### config.mk
export PLATFORM = sky130hd
export DESIGN_NAME = alu_op_scheduler
export DESIGN_NICKNAME = d
export VERILOG_FILES = /design/src/rtl/alu_pkg.sv /design/src/rtl/rr_arbiter2.sv /design/src/rtl/alu_op_scheduler.sv
export SDC_FILE = /design/constraint.sdc
export NUM_CORES = 1
export LEC_CHECK = 0
export BUFFER_PORTS_ARGS = -buffer_cell sky130_fd_sc_hd__buf_2
export CORE_UTILIZATION = 45
export DETAILED_ROUTE_END_ITERATION = 10
export PLACE_DENSITY = 0.78
export SLEW_MARGIN = 20
export SYNTH_ARGS = -nofsm -noshare
export SYNTH_HDL_FRONTEND = slang
export SYNTH_SLANG_ARGS = --single-unit
### constraint.sdc
create_clock -name clk -period 3.65 [get_ports clk]
set_clock_uncertainty 0.15 [all_clocks]
set_input_delay 0.365 -clock clk [delete_from_list [all_inputs] [get_ports clk]]
set_output_delay 0.365 -clock clk [all_outputs]
set_load 0.02 [all_outputs]
### src/rtl/alu_pkg.sv
// alu_pkg: shared constants for the ALU operation scheduler.
//   - DEF_WIDTH : default operand/result width
//   - OP_*      : opcode encodings presented to the bitwise ALU
//   - state_e   : scheduler FSM state encoding
package alu_pkg;

    localparam int unsigned DEF_WIDTH = 3;
    localparam int unsigned OP_W      = 2;

    localparam logic [OP_W-1:0] OP_AND  = 2'b00;
    localparam logic [OP_W-1:0] OP_OR   = 2'b01;
    localparam logic [OP_W-1:0] OP_XOR  = 2'b10;
    localparam logic [OP_W-1:0] OP_RSVD = 2'b11;

    typedef enum logic [1:0] {
        ST_IDLE = 2'd0,
        ST_WAIT = 2'd1,
        ST_RESP = 2'd2
    } state_e;

endpackage

### src/rtl/rr_arbiter2.sv
// rr_arbiter2: combinational two-way round-robin grant.
//   i_valid[1:0]  : request lines from requester 1/0
//   i_last_grant  : requester served most recently (loses a tie)
//   o_grant[1:0]  : one-hot grant, all-zero when nothing is requested
module rr_arbiter2 (
    input  logic [1:0] i_valid,
    input  logic       i_last_grant,
    output logic [1:0] o_grant
);

    // A lone request always wins; on a tie the requester not served last wins.
    assign o_grant[0] = i_valid[0] & (~i_valid[1] |  i_last_grant);
    assign o_grant[1] = i_valid[1] & (~i_valid[0] | ~i_last_grant);

endmodule

### src/rtl/alu_op_scheduler.sv
// alu_op_scheduler: shares one registered bitwise ALU between two requesters.
// Accepts a command from either requester (round-robin on ties), holds the
// ALU inputs for LATENCY cycles, captures the result and returns it tagged
// with the requester id over a valid/ready response handshake.
//   clk, rst                      : clock, async active-high reset
//   req{0,1}_valid/_ready/_op/_a/_b : command handshakes (ready is combinational)
//   alu_op, alu_a, alu_b          : registered ALU inputs
//   alu_result                    : ALU output
//   rsp_valid/_ready/_data/_id    : response handshake
//   busy                          : high whenever the FSM is not idle
module alu_op_scheduler
    import alu_pkg::*;
#(
    parameter int unsigned WIDTH   = DEF_WIDTH,
    parameter int unsigned LATENCY = 1
) (
    input  logic              clk,
    input  logic              rst,
    input  logic              req0_valid,
    output logic              req0_ready,
    input  logic [OP_W-1:0]   req0_op,
    input  logic [WIDTH-1:0]  req0_a,
    input  logic [WIDTH-1:0]  req0_b,
    input  logic              req1_valid,
    output logic              req1_ready,
    input  logic [OP_W-1:0]   req1_op,
    input  logic [WIDTH-1:0]  req1_a,
    input  logic [WIDTH-1:0]  req1_b,
    output logic [OP_W-1:0]   alu_op,
    output logic [WIDTH-1:0]  alu_a,
    output logic [WIDTH-1:0]  alu_b,
    input  logic [WIDTH-1:0]  alu_result,
    output logic              rsp_valid,
    input  logic              rsp_ready,
    output logic [WIDTH-1:0]  rsp_data,
    output logic              rsp_id,
    output logic              busy
);

    localparam int unsigned CNT_W = (LATENCY < 2) ? 1 : $clog2(LATENCY + 1);

    if (LATENCY == 0) begin : g_latency_check
        $error("alu_op_scheduler: LATENCY must be at least 1");
    end

    state_e             r_state;
    logic               r_last_grant;
    logic [CNT_W-1:0]   r_cnt;
    logic [OP_W-1:0]    r_alu_op;
    logic [WIDTH-1:0]   r_alu_a;
    logic [WIDTH-1:0]   r_alu_b;
    logic [WIDTH-1:0]   r_rsp_data;
    logic               r_rsp_id;
    logic               r_rsp_valid;
    logic               r_busy;

    logic [1:0]         w_grant;
    logic               w_idle;

    rr_arbiter2 u_arb (
        .i_valid      ({req1_valid, req0_valid}),
        .i_last_grant (r_last_grant),
        .o_grant      (w_grant)
    );

    // Ready is only offered from IDLE and never while reset is held.
    assign w_idle     = (r_state == ST_IDLE) & ~rst;
    assign req0_ready = w_idle & w_grant[0];
    assign req1_ready = w_idle & w_grant[1];

    // Sequencer: grant -> hold ALU inputs -> capture -> respond.
    always_ff @(posedge clk or posedge rst) begin
        if (rst) begin
            r_state      <= ST_IDLE;
            r_last_grant <= 1'b1;
            r_cnt        <= '0;
            r_alu_op     <= '0;
            r_alu_a      <= '0;
            r_alu_b      <= '0;
            r_rsp_data   <= '0;
            r_rsp_id     <= 1'b0;
            r_rsp_valid  <= 1'b0;
            r_busy       <= 1'b0;
        end else begin
            case (r_state)
                ST_IDLE: begin
                    if (w_grant[1]) begin
                        r_alu_op <= req1_op;
                        r_alu_a  <= req1_a;
                        r_alu_b  <= req1_b;
                        r_rsp_id <= 1'b1;
                        r_cnt    <= CNT_W'(LATENCY);
                        r_busy   <= 1'b1;
                        r_state  <= ST_WAIT;
                    end else if (w_grant[0]) begin
                        r_alu_op <= req0_op;
                        r_alu_a  <= req0_a;
                        r_alu_b  <= req0_b;
                        r_rsp_id <= 1'b0;
                        r_cnt    <= CNT_W'(LATENCY);
                        r_busy   <= 1'b1;
                        r_state  <= ST_WAIT;
                    end
                end
                ST_WAIT: begin
                    // Final wait cycle: the ALU output is valid now.
                    if (r_cnt == CNT_W'(1)) begin
                        r_rsp_data  <= alu_result;
                        r_rsp_valid <= 1'b1;
                        r_state     <= ST_RESP;
                    end else begin
                        r_cnt <= r_cnt - CNT_W'(1);
                    end
                end
                ST_RESP: begin
                    if (rsp_ready) begin
                        r_last_grant <= r_rsp_id;
                        r_rsp_valid  <= 1'b0;
                        r_busy       <= 1'b0;
                        r_state      <= ST_IDLE;
                    end
                end
                default: begin
                    r_state <= ST_IDLE;
                end
            endcase
        end
    end

    assign alu_op    = r_alu_op;
    assign alu_a     = r_alu_a;
    assign alu_b     = r_alu_b;
    assign rsp_data  = r_rsp_data;
    assign rsp_id    = r_rsp_id;
    assign rsp_valid = r_rsp_valid;
    assign busy      = r_busy;

endmodule
# Word-level counts from Yosys, hierarchy flattened
# Index checks and enable logic that the tools add are counted.
# word_totals
regBits	18
latchBits	0
mem_bits_rw	0
rom_bits	0
in_bits	24
output_inout_bits	16
wordCells	60
mem_count	0
# op_classes
n_addsub	1
n_mul	0
div_mod_pow	0
magnitude_cmp	0
eq_ne	5
n_shift	0
mux	21
bitwise_logic	11
n_reduce_logical	12
# op_table
operator	n
2-to-1 mux 2 bit	6
2-to-1 mux 3 bit	4
AND reduction 3 bit	3
AND reduction 2 bit	4
nonzero test 2 bit	4
2-to-1 mux 1 bit	7
one-hot mux 1 bit (2 select lines)	3
one-hot mux 2 bit (3 select lines)	1
AND 1 bit	5
inequality test 2 bit (second input constant)	2
inverter 1 bit	4
inequality test 3 bit (second input constant)	1
equality test 2 x 1 -> 1 bit (second input constant)	1
equality test 2 bit (second input constant)	1
logical NOT 2 bit	1
OR 1 bit	2
subtractor 1 bit (second input constant)	1

# Logic depth before layout (Yosys ltp)
# Gate-level depths: netlist (run 1).
# depth
depth_word	6
ltp_mapped	4
mapped_depth_nobuf	3

# Cells and area by module
# From an unflattened synthesis (run 1), not the netlist that was laid out.
# hier_totals
cells_unflattened	66
area_unflattened_um2	834.6
# modules_own_cells
mod	instances	cells_per_inst	area_per_inst_um2	seq_area_each_um2
alu_op_scheduler	1	63	815.8	451.7
rr_arbiter2	1	3	18.8	0.0

# Least setup slack after synthesis (run 1)
# Ideal clock, no wire load.
# synth_timing
kind	input -> output
start	input rst
end	output req0_ready
arrival_ps	1165
required_time_ps	3135
path_slack_ps	1970
cell_stages	2
n_path_buf	0
cell_sequence	inv_1 -> o2111a_1
# synth_between
elab_chain_len	3
# synth_rtl
element	line_no	source
start, declared	alu_op_scheduler.sv:18	input logic rst,
inverter 1 bit	alu_op_scheduler.sv:67	assign w_idle = (r_state == ST_IDLE) & ~rst;
AND 1 bit	alu_op_scheduler.sv:67	
AND 1 bit	alu_op_scheduler.sv:68	assign req0_ready = w_idle & w_grant[0];
end, declared	alu_op_scheduler.sv:20	output logic req0_ready,
# No other way between the ends.

# Final worst setup path (run 1)
# layout_timing
start	register r_state[0]
end	output req0_ready
# layout_between
elab_chain_len	3
# layout_rtl
element	line_no	source
start, declared	alu_op_scheduler.sv:46	state_e r_state;
start signal, assigned	alu_op_scheduler.sv:74	r_state <= ST_IDLE;
start signal, assigned	alu_op_scheduler.sv:94	r_state <= ST_WAIT;
start signal, assigned	alu_op_scheduler.sv:102	r_state <= ST_WAIT;
logical NOT 2 bit	alu_op_scheduler.sv:67	
AND 1 bit	alu_op_scheduler.sv:67	
AND 1 bit	alu_op_scheduler.sv:68	
# No other way between the ends.

==> summary.md, run 1 <==
| Metric | Value |
|---|---|
| Crit. End Element | output pin |
| Bufs on Longest Clock Path | 2 |
| Sequential share of the synthesized area | 53.8% |
| Rel. slew slack | 54.3% |
| Worst hold path class | in2async |
| Max-slew violation count | 0 |
| Total Neg Setup Slack | 0 ps |
| Met2 Wirelength | 837 um |
| Setup slack, reg-to-reg | 2100 ps |
| Share of layout cells above drive strength 1 | 43.1% |
| Largest net degree at the start of global routing | 21 |
| Number of global-route vias before repair | 694 |
| Antenna cells | 0 |
| Crit-path slowest cell | dfrtp_1 |
| Worst stage delay on the critical path | 460 ps |
| Mapped Cells | 84 |
| Minimum clock period | roughly 2100 ps |
| Placed cell count | approximately 140 |
| Die area | 2040 um^2 |
| Tcrit/Tclk final | 58.0% |
| Die H | 45.2 um |
| Via count | approximately 750 |
| VDD IR max | 0.447 mV |
| I/O pin count | 40 |
| NumNets Final | around 150 |
| Syn nets | 108 |
| CTS tree | yes |
| Area of the core | 1750 um^2 |
| Status | finished, final reports clean |
| GRT overflow | 0 |
| Critical Path RT | 3130 ps |
| Main area contributors after synthesis | dfrtp_1 (51%), nand2_1 (9.4%), a21oi_1 (5.4%), a31oi_1 (5.2%), mux2_2 (4.0%) |
| Placed wire-length estimate | roughly 1.3 mm |
| First-pass GRT wire length | ~3.0 mm |
| Max-cap violations | 0 |
| Crit path launch type | flip-flop |
| CTS buffer count | 3 |
| Row count | 15 |
| Critical Path AT | 1600 ps |
| Leakage power | 0.533 nW |
| Flops & latches, synth | 18 |
| GR Util All Layers | 20.7% |
| Fin. Hold Viols | 0 |
| Kind of cell adding the most delay to the critical path | flip-flops |
| Max Freq | 473 MHz |
| Worst slack, placed | 1680 ps |
| Die Wd | 45.2 um |
| Worst path bufs/invs | 1 |
| Most common cell after layout, fill and taps aside | buf_2 |
| CP cell instances | nor2_2 > o2111a_1 > buf_2 |
| Port bufs | 39 |
| Initial core utilization | slightly below 50% |
| Most frequent cells in the layout | buf_2 (39), nand2_1 (21), dfrtp_1 (17) |
| Clock transition at path regs | 100 ps |
| Syn Area/Cell | roughly 10 um^2 |
| Synth area leader | dfrtp_1 |
| Critical path type | reg2out |
| GPL Wtd Cong | roughly 0.77 |
| CTS root buf | clkbuf_4 |
| Fin cells | 148 |
| Pwr per Cell Area | 853 nW/um^2 |
| H-Tree Depth | 1 |
| Count of cell types in the netlist | 27 |
| M1 WL | 766 um |
| Post-CTS Setup Repair Bufs | 0 |
| CTS Hold Bufs | 0 |
| Highest Signal Layer | met4 |
| Warnings, synthesis | 0 |
| Initial DRT Pass Iterations | 4 |
| Antenna violations before repair | 0 |
| Final setup fails | 0 |
| Vias per inst | roughly 5.1 |
| PostCTS Resize Cnt | 0 |
| Filler Cells Inserted | 173 |
| Worst-Skew Late Latency | between 200 and 300 ps |
| RSZ-0062 raised after global routing | no |
| DR DRC count | 0 |
| Synth-to-layout area growth | 27.9% |
| Drt initial violations | 9 |
| Top cell type's share of synthesized area | 50.7% |
| Maximum fanout along the worst path | 13 |
| Post-DRT Antenna Nets | 0 |
| Post-synthesis instance area | 840 um^2 |
| Met3 WL | between 100 and 150 um |
| Drt wl/cell | 11.8 um |
| Clock sink total | 18 |
| Worst Tran Pin Value | 685 ps |
| Final worst-path setup slack | 1530 ps |
| Final wirelength | 1.74 mm |
[cell usage after synthesis]
library cell  number
inv_1              2
or2_1              1
a21bo_2            1
and2_4             1
nand2b_1           2
o2111a_1           1
nor2b_2            1
o21bai_1           1
a31oi_2            1
a21boi_2           1
o21ai_0            2
buf_4              1
a21oi_1            9
buf_6              1
clkbuf_2           1
nor2_1             3
a22o_1             1
dfrtp_1           17
dfstp_2            1
buf_2              1
nand3b_1           1
and3_1             1
a31oi_1            7
mux2_2             3
nor2_2             1
mux2_1             1
nand2_1           21
[metal layers]
| layer | global-route usage [%] | vias to the layer above |
|---|---|---|
| li1 | - | 368 |
| met1 | 25.7 | 347 |
| met2 | 34.2 | 34 |
| met3 | 5.20 | 2 |
| met4 | 9.09 | 0 |
| met5 | 0 | - |
[cell families after synthesis]
kind of cell    share of synthesized area [%]
simple gates                             17.4
buf+inv                                  4.32
compound gates                           19.1
flops                                    53.8
mux                                      5.36
[worst reg2reg max path, cell delays in order, from the launching register on]
cell and delay (ps):
dfrtp_1 460, nor2_2 440, and2_4 290, a31oi_2 90
[power by group]
group	internal (mW)	switching, mW	total (mW)
Clock	0.0607	0.0583	0.119
Combinational	0.168	0.257	0.425
Sequential	0.299	0.0717	0.371
[sequential cells by signal (all words and copies together), names as in the netlist]
register / cells
rsp_id: 1
rsp_valid: 1
busy: 1
alu_op: 2
r_cnt: 1
rsp_data: 3
alu_b: 3
r_last_grant: 1
r_state: 2
alu_a: 3
[stage by stage]
stage | power (mW) | hold WS [ps] | util (%) | instance area, um^2
floorplan | 0.677 | 166 | - | 840
global placement | 0.787 | 312 | 59.4 | 1040
detailed placement | 0.803 | 327 | 59.4 | 1040
CTS | 0.925 | 28.6 | 61.5 | 1070
global route | 0.984 | 71.8 | 61.5 | 1070
finish | 0.915 | 11.6 | 61.5 | 1070
[final cells by class]
cell class,count,area (um^2),area share (%)
repair buffers,39,195,18.2
multi-input cells,60,352,32.8
flip-flops and latches,18,452,42.1
well taps,25,31.3,2.91
inverters,2,7.51,0.699
clock buffers,4,36.3,3.38
[worst paths after layout]
| path | to | cells past startpoint | startpoint |
|---|---|---|---|
| min in group clk | r_state[1] | 2 | rsp_ready |
| max reg2reg | alu_b[0] | 3 | r_state[0] |
| min reg2reg | busy | 2 | busy |
| max in group asynchronous | alu_a[2] | 2 | rst |
| min | alu_a[1] | 2 | rst |
| max | req0_ready | 3 | r_state[0] |
No activity file was read; power rests on OpenSTA's default activity.
==> run 2, diff against run 1 <==
Settings changed: CORE_UTILIZATION 45 to 44, PLACE_DENSITY 0.78 to 0.77.
Clock period 3.65 ns to 2.15 ns, I/O delays scaled along.
==> summary.md, run 2 (synthesized netlist as in run 1, its figures left out) <==
| Metric | Value |
|---|---|
| Most common cell after layout, fill and taps aside | buf_2 |
| Max Freq | 511 MHz |
| Post-CTS Setup Repair Bufs | 0 (unchanged) |
| Max-cap violations | 0 (unchanged) |
| Status | finished, final reports clean |
| CTS buffer count | 3 (unchanged) |
| GRT overflow | 0 (unchanged) |
| Post-DRT Antenna Nets | 0 (unchanged) |
| Worst stage delay on the critical path | 460 ps (about the same) |
| Minimum clock period | just under 2000 ps |
| Worst-Skew Late Latency | 300 ps (about the same) |
| Die area | 2090 um^2 (+2.2%) |
| Pwr per Cell Area | 1400 nW/um^2 (+64%) |
| Leakage power | 0.555 nW (+4.0%) |
| Max-slew violation count | 0 (unchanged) |
| Clock transition at path regs | 100 ps (about the same) |
| Die Wd | 45.7 um (+1.1%) |
| Synth-to-layout area growth | 33.5% |
| Tcrit/Tclk final | 91.1% |
| Placed wire-length estimate | 1.34 mm (+5.4%) |
| Rel. slew slack | 68.9% (+15 points) |
| Worst Tran Pin Value | 466 ps (-219 ps) |
| Cell count of the worst hold path | 3 |
| Multi-input logic area | 352 um^2 (unchanged) |
| Worst hold path class | in2reg |
| CTS tree | yes |
| Crit. End Element | output pin |
| Die H | 45.7 um (+1.1%) |
| H-Tree Depth | 1 (unchanged) |
| I/O pin count | 40 (unchanged) |
| Crit-path slowest cell | dfrtp_1 |
| Met2 Wirelength | 928 um (+11%) |
| GR Util All Layers | 19.8% (-0.95 points) |
| Antenna cells | 0 (unchanged) |
| CTS root buf | clkbuf_4 |
| Final wirelength | 1.84 mm (+5.7%) |
| Maximum fanout along the worst path | 13 (unchanged) |
| Total Neg Setup Slack | 0 ps (unchanged) |
| NumNets Final | 153 (+3.4%) |
| Worst hold slack | 4.17 ps (-7.48 ps) |
| Reg area | 452 um^2 (unchanged) |
| Row count | 15 (unchanged) |
| Critical path type | reg2out |
| Final core occ | 63.5% (+2.0 points) |
| GPL Wtd Cong | 0.750 (-2.2%) |
| Largest net degree at the start of global routing | 14 (-33%) |
| Antenna violations before repair | 0 (unchanged) |
| Initial core utilization | 47.6% (-0.51 points) |
| Met3 WL | 88 um (-32%) |
| Vias per inst | 5.01 (-1.3%) |
| Final total power | 1.57 mW (+71%) |
| First-pass GRT wire length | 2.90 mm (-3.5%) |
| M1 WL | 801 um (+4.6%) |
| Fin. Hold Viols | 0 (unchanged) |
| CP cell instances | nor2_2 > o2111a_1 > buf_2 |
| Drt initial violations | 14 (+5) |
| Initial DRT Pass Iterations | 4 (unchanged) |
| Share of layout cells above drive strength 1 | 42.2% (-0.90 points) |
| VDD IR max | 0.678 mV (+51%) |
| Bufs on Longest Clock Path | 2 (unchanged) |
| Critical Path AT | 1590 ps (about the same) |
| Area of the core | 1760 um^2 (+1.1%) |
| Clock sink total | 18 (unchanged) |
| Highest Signal Layer | met4 |
| Critical Path RT | 1780 ps (-1350 ps) |
| Most frequent cells in the layout | buf_2 (39), nand2_1 (21), dfrtp_1 (17) |
| Final setup fails | 0 (unchanged) |
| R2R cell count | 3 (unchanged) |
| Drt wl/cell | 12.0 um (+2.2%) |
| Filler Cells Inserted | 173 (unchanged) |
| RSZ-0062 raised after global routing | no |
| DR DRC count | 0 (unchanged) |
| Crit path launch type | flip-flop |
| Via count | 766 (+2.0%) |
| Number of global-route vias before repair | 700 (+0.86%) |
| Port bufs | 39 (unchanged) |
## run 2: worst paths after layout
check | start | to | slack, ps
max reg2reg | r_state[0] | rsp_id | 630
min reg2reg | busy | busy | 330
min | req0_b[2] | alu_b[2] | 4
max | r_state[0] | req0_ready | 190
max in group asynchronous | rst | r_last_grant | 1070
min in group asynchronous | rst | alu_op[0] | 240
## run 2: area by class of cell
class | count | area share, %
sequential | 18 | 40.3
multi-input combinational | 60 | 31.4
timing repair buffer | 44 | 21.7
clock buffer | 4 | 3.24
tap | 25 | 2.79
inverter | 2 | 0.670
## run 2: per-layer routing
layer  vias to the layer above  GRT usage [%]
met1                       353           24.8
met4                         0           7.27
met5                         -              0
met2                        32           33.4
li1                        377              -
met3                         4           3.97
## run 2: critical path, delay by kind of cell (launching register included)
family,cells,cell delay [ps]
flops,1,460
simple gates,1,420
compound gates,1,250
buf+inv,1,160
## run 2: report_power, final
group	total [mW]	switching, mW	internal [mW]
Sequential	0.622	0.114	0.508
Combinational	0.736	0.445	0.292
Clock	0.211	0.108	0.103
Total	1.57	0.667	0.903
## run 2: timing repair
action,in CTS,in global routing
hold buffers,2,2
hold endpoints to repair,7,2
resized for setup,0,0
## run 2: per-stage QoR
stage | instances | setup WS [ps] | cell area (um^2)
final | 153 | 192 | 1120
after CTS | 151 | 188 | 1100
after global placement | 145 | 574 | 1040
after detailed placement | 145 | 528 | 1040
after global routing | 153 | 88.2 | 1120
after floorplan | 84 | 731 | 840
==> run 3, diff against run 2 <==
Settings changed: REMOVE_ABC_BUFFERS set to 1.
==> summary.md, run 3 (synthesized netlist as in run 1, its figures left out) <==
| Metric | Value |
|---|---|
| Status | finished, final reports clean |
| Area of the core | 1760 um^2 (unchanged) |
| Drt initial violations | 6 (-8) |
| Die Wd | 45.7 um (unchanged) |
| Fin. Hold Viols | 0 (unchanged) |
| Number of global-route vias before repair | 747 (+6.7%) |
| Final core occ | 67.2% (+3.7 points) |
| Critical Path AT | 2090 ps (+500 ps) |
| Synth-to-layout area growth | 41.3% |
| GRT overflow | 0 (unchanged) |
| Clock transition at path regs | 100 ps (about the same) |
| Die H | 45.7 um (unchanged) |
| Antenna violations before repair | 0 (unchanged) |
| CTS buffer count | 3 (unchanged) |
| DR DRC count | 0 (unchanged) |
| Clock sink total | 18 (unchanged) |
| Leakage power | 0.583 nW (+5.1%) |
| I/O pin count | 40 (unchanged) |
| Post-DRT Antenna Nets | 0 (unchanged) |
| GR Util All Layers | 22.5% (+2.7 points) |
| Total Neg Setup Slack | 0 ps (unchanged) |
| Initial core utilization | 47.6% (unchanged) |
| Crit path launch type | flip-flop |
| Worst-Skew Late Latency | 290 ps (about the same) |
| Drt wl/cell | 12.3 um (+2.5%) |
| Minimum clock period | 2000 ps (+43.7 ps) |
| Max-cap violations | 0 (unchanged) |
| Row count | 15 (unchanged) |
| CTS tree | yes |
| RSZ-0062 raised after global routing | no |
| Setup slack, reg-to-reg | 150 ps (-480 ps) |
| Critical Path RT | 2240 ps (+460 ps) |
| Bufs on Longest Clock Path | 2 (unchanged) |
| CTS Hold Bufs | 9 (+7) |
| Rel. slew slack | 75.3% (+6.4 points) |
| CTS root buf | clkbuf_4 |
| Placed Area | 1060 um^2 (+1.4%) |
| Crit. End Element | flip-flop |
| Initial DRT Pass Iterations | 4 (unchanged) |
| Worst hold path class | in2reg |
| VDD IR max | 0.765 mV (+13%) |
| Final setup fails | 0 (unchanged) |
| PostCTS Resize Cnt | 0 (unchanged) |
| H-Tree Depth | 1 (unchanged) |
| Antenna cells | 0 (unchanged) |
| Port bufs | 39 (unchanged) |
| Critical path type | reg2reg |
| NumNets Final | 161 (+5.2%) |
| Via count | 820 (+7.0%) |
| Largest net degree at the start of global routing | 12 (-2) |
| Finished Cell Area | 1190 um^2 (+5.8%) |
| Share of layout cells above drive strength 1 | 40.4% (-1.7 points) |
| Worst hold slack | 16.4 ps (+12.2 ps) |
| Vias per inst | 5.09 (+1.7%) |
| Most common cell after layout, fill and taps aside | buf_2 |
| GPL Wtd Cong | 0.804 (+7.1%) |
| Final wirelength | 1.98 mm (+7.8%) |
| Worst Tran Pin Value | 371 ps (-95.1 ps) |
| Die area | 2090 um^2 (unchanged) |
| Maximum fanout along the worst path | 8 (-5) |
| Placed wire-length estimate | 1.38 mm (+3.2%) |
| Post-CTS Setup Repair Bufs | 0 (unchanged) |
| Pwr per Cell Area | 1340 nW/um^2 (-4.6%) |
| Max Freq | 500 MHz (-2.2%) |
| Max-slew violation count | 0 (unchanged) |
| Tcrit/Tclk final | 93.1% (+2.0 points) |
| First-pass GRT wire length | 3.19 mm (+9.7%) |
| Most frequent cells in the layout | buf_2 (39), nand2_1 (21), dfrtp_1 (17) |
[run 3: cell type report]
| cell class | instances | area [um^2] |
|---|---|---|
| multi-input cells | 60 | 352 |
| repair buffers | 52 | 318 |
| inverters | 2 | 7.51 |
| clock buffers | 4 | 26.3 |
| well taps | 25 | 31.3 |
| fillers | 162 | 578 |
| flip-flops and latches | 18 | 452 |
[run 3: worst paths after layout]
check | start | endpoint | cells past startpoint
setup / recovery | r_state[0] | alu_a[2] | 5
hold / removal | req1_a[1] | alu_a[1] | 3
setup reg to reg | r_state[0] | alu_a[2] | 5
hold reg to reg | busy | busy | 2
max in group asynchronous | rst | r_last_grant | 4
min in group asynchronous | rst | alu_op[1] | 3
[run 3: critical path, stage by stage, from the launching register on]
cell	delay, ps
dfrtp_1	460
nor2_2	300
buf_4	200
a21oi_1	60
a31oi_1	180
dlygate4sd3_1	590
[run 3: report_power, final]
group / total [mW] / internal, mW / leakage (nW) / switching (mW)
Sequential: 0.626 / 0.508 / 0.202 / 0.118
Combinational: 0.782 / 0.331 / 0.366 / 0.451
Clock: 0.176 / 0.0723 / 0.0150 / 0.103
[run 3: layer usage]
| layer | global-route usage (%) | wire, um |
|---|---|---|
| met4 | 16.4 | 78 |
| met2 | 36.3 | 946 |
| met5 | 0 | 0 |
| met1 | 26.3 | 851 |
| met3 | 4.76 | 107 |
[run 3: stage by stage]
| stage | std cells | setup WS (ps) | power, mW |
|---|---|---|---|
| after CTS | 160 | 217 | 1.59 |
| after global placement | 147 | 716 | 1.36 |
| after global routing | 161 | 48.1 | 1.71 |
| after detailed placement | 147 | 667 | 1.38 |
| final | 161 | 148 | 1.58 |
| after floorplan | 80 | 708 | 1.12 |
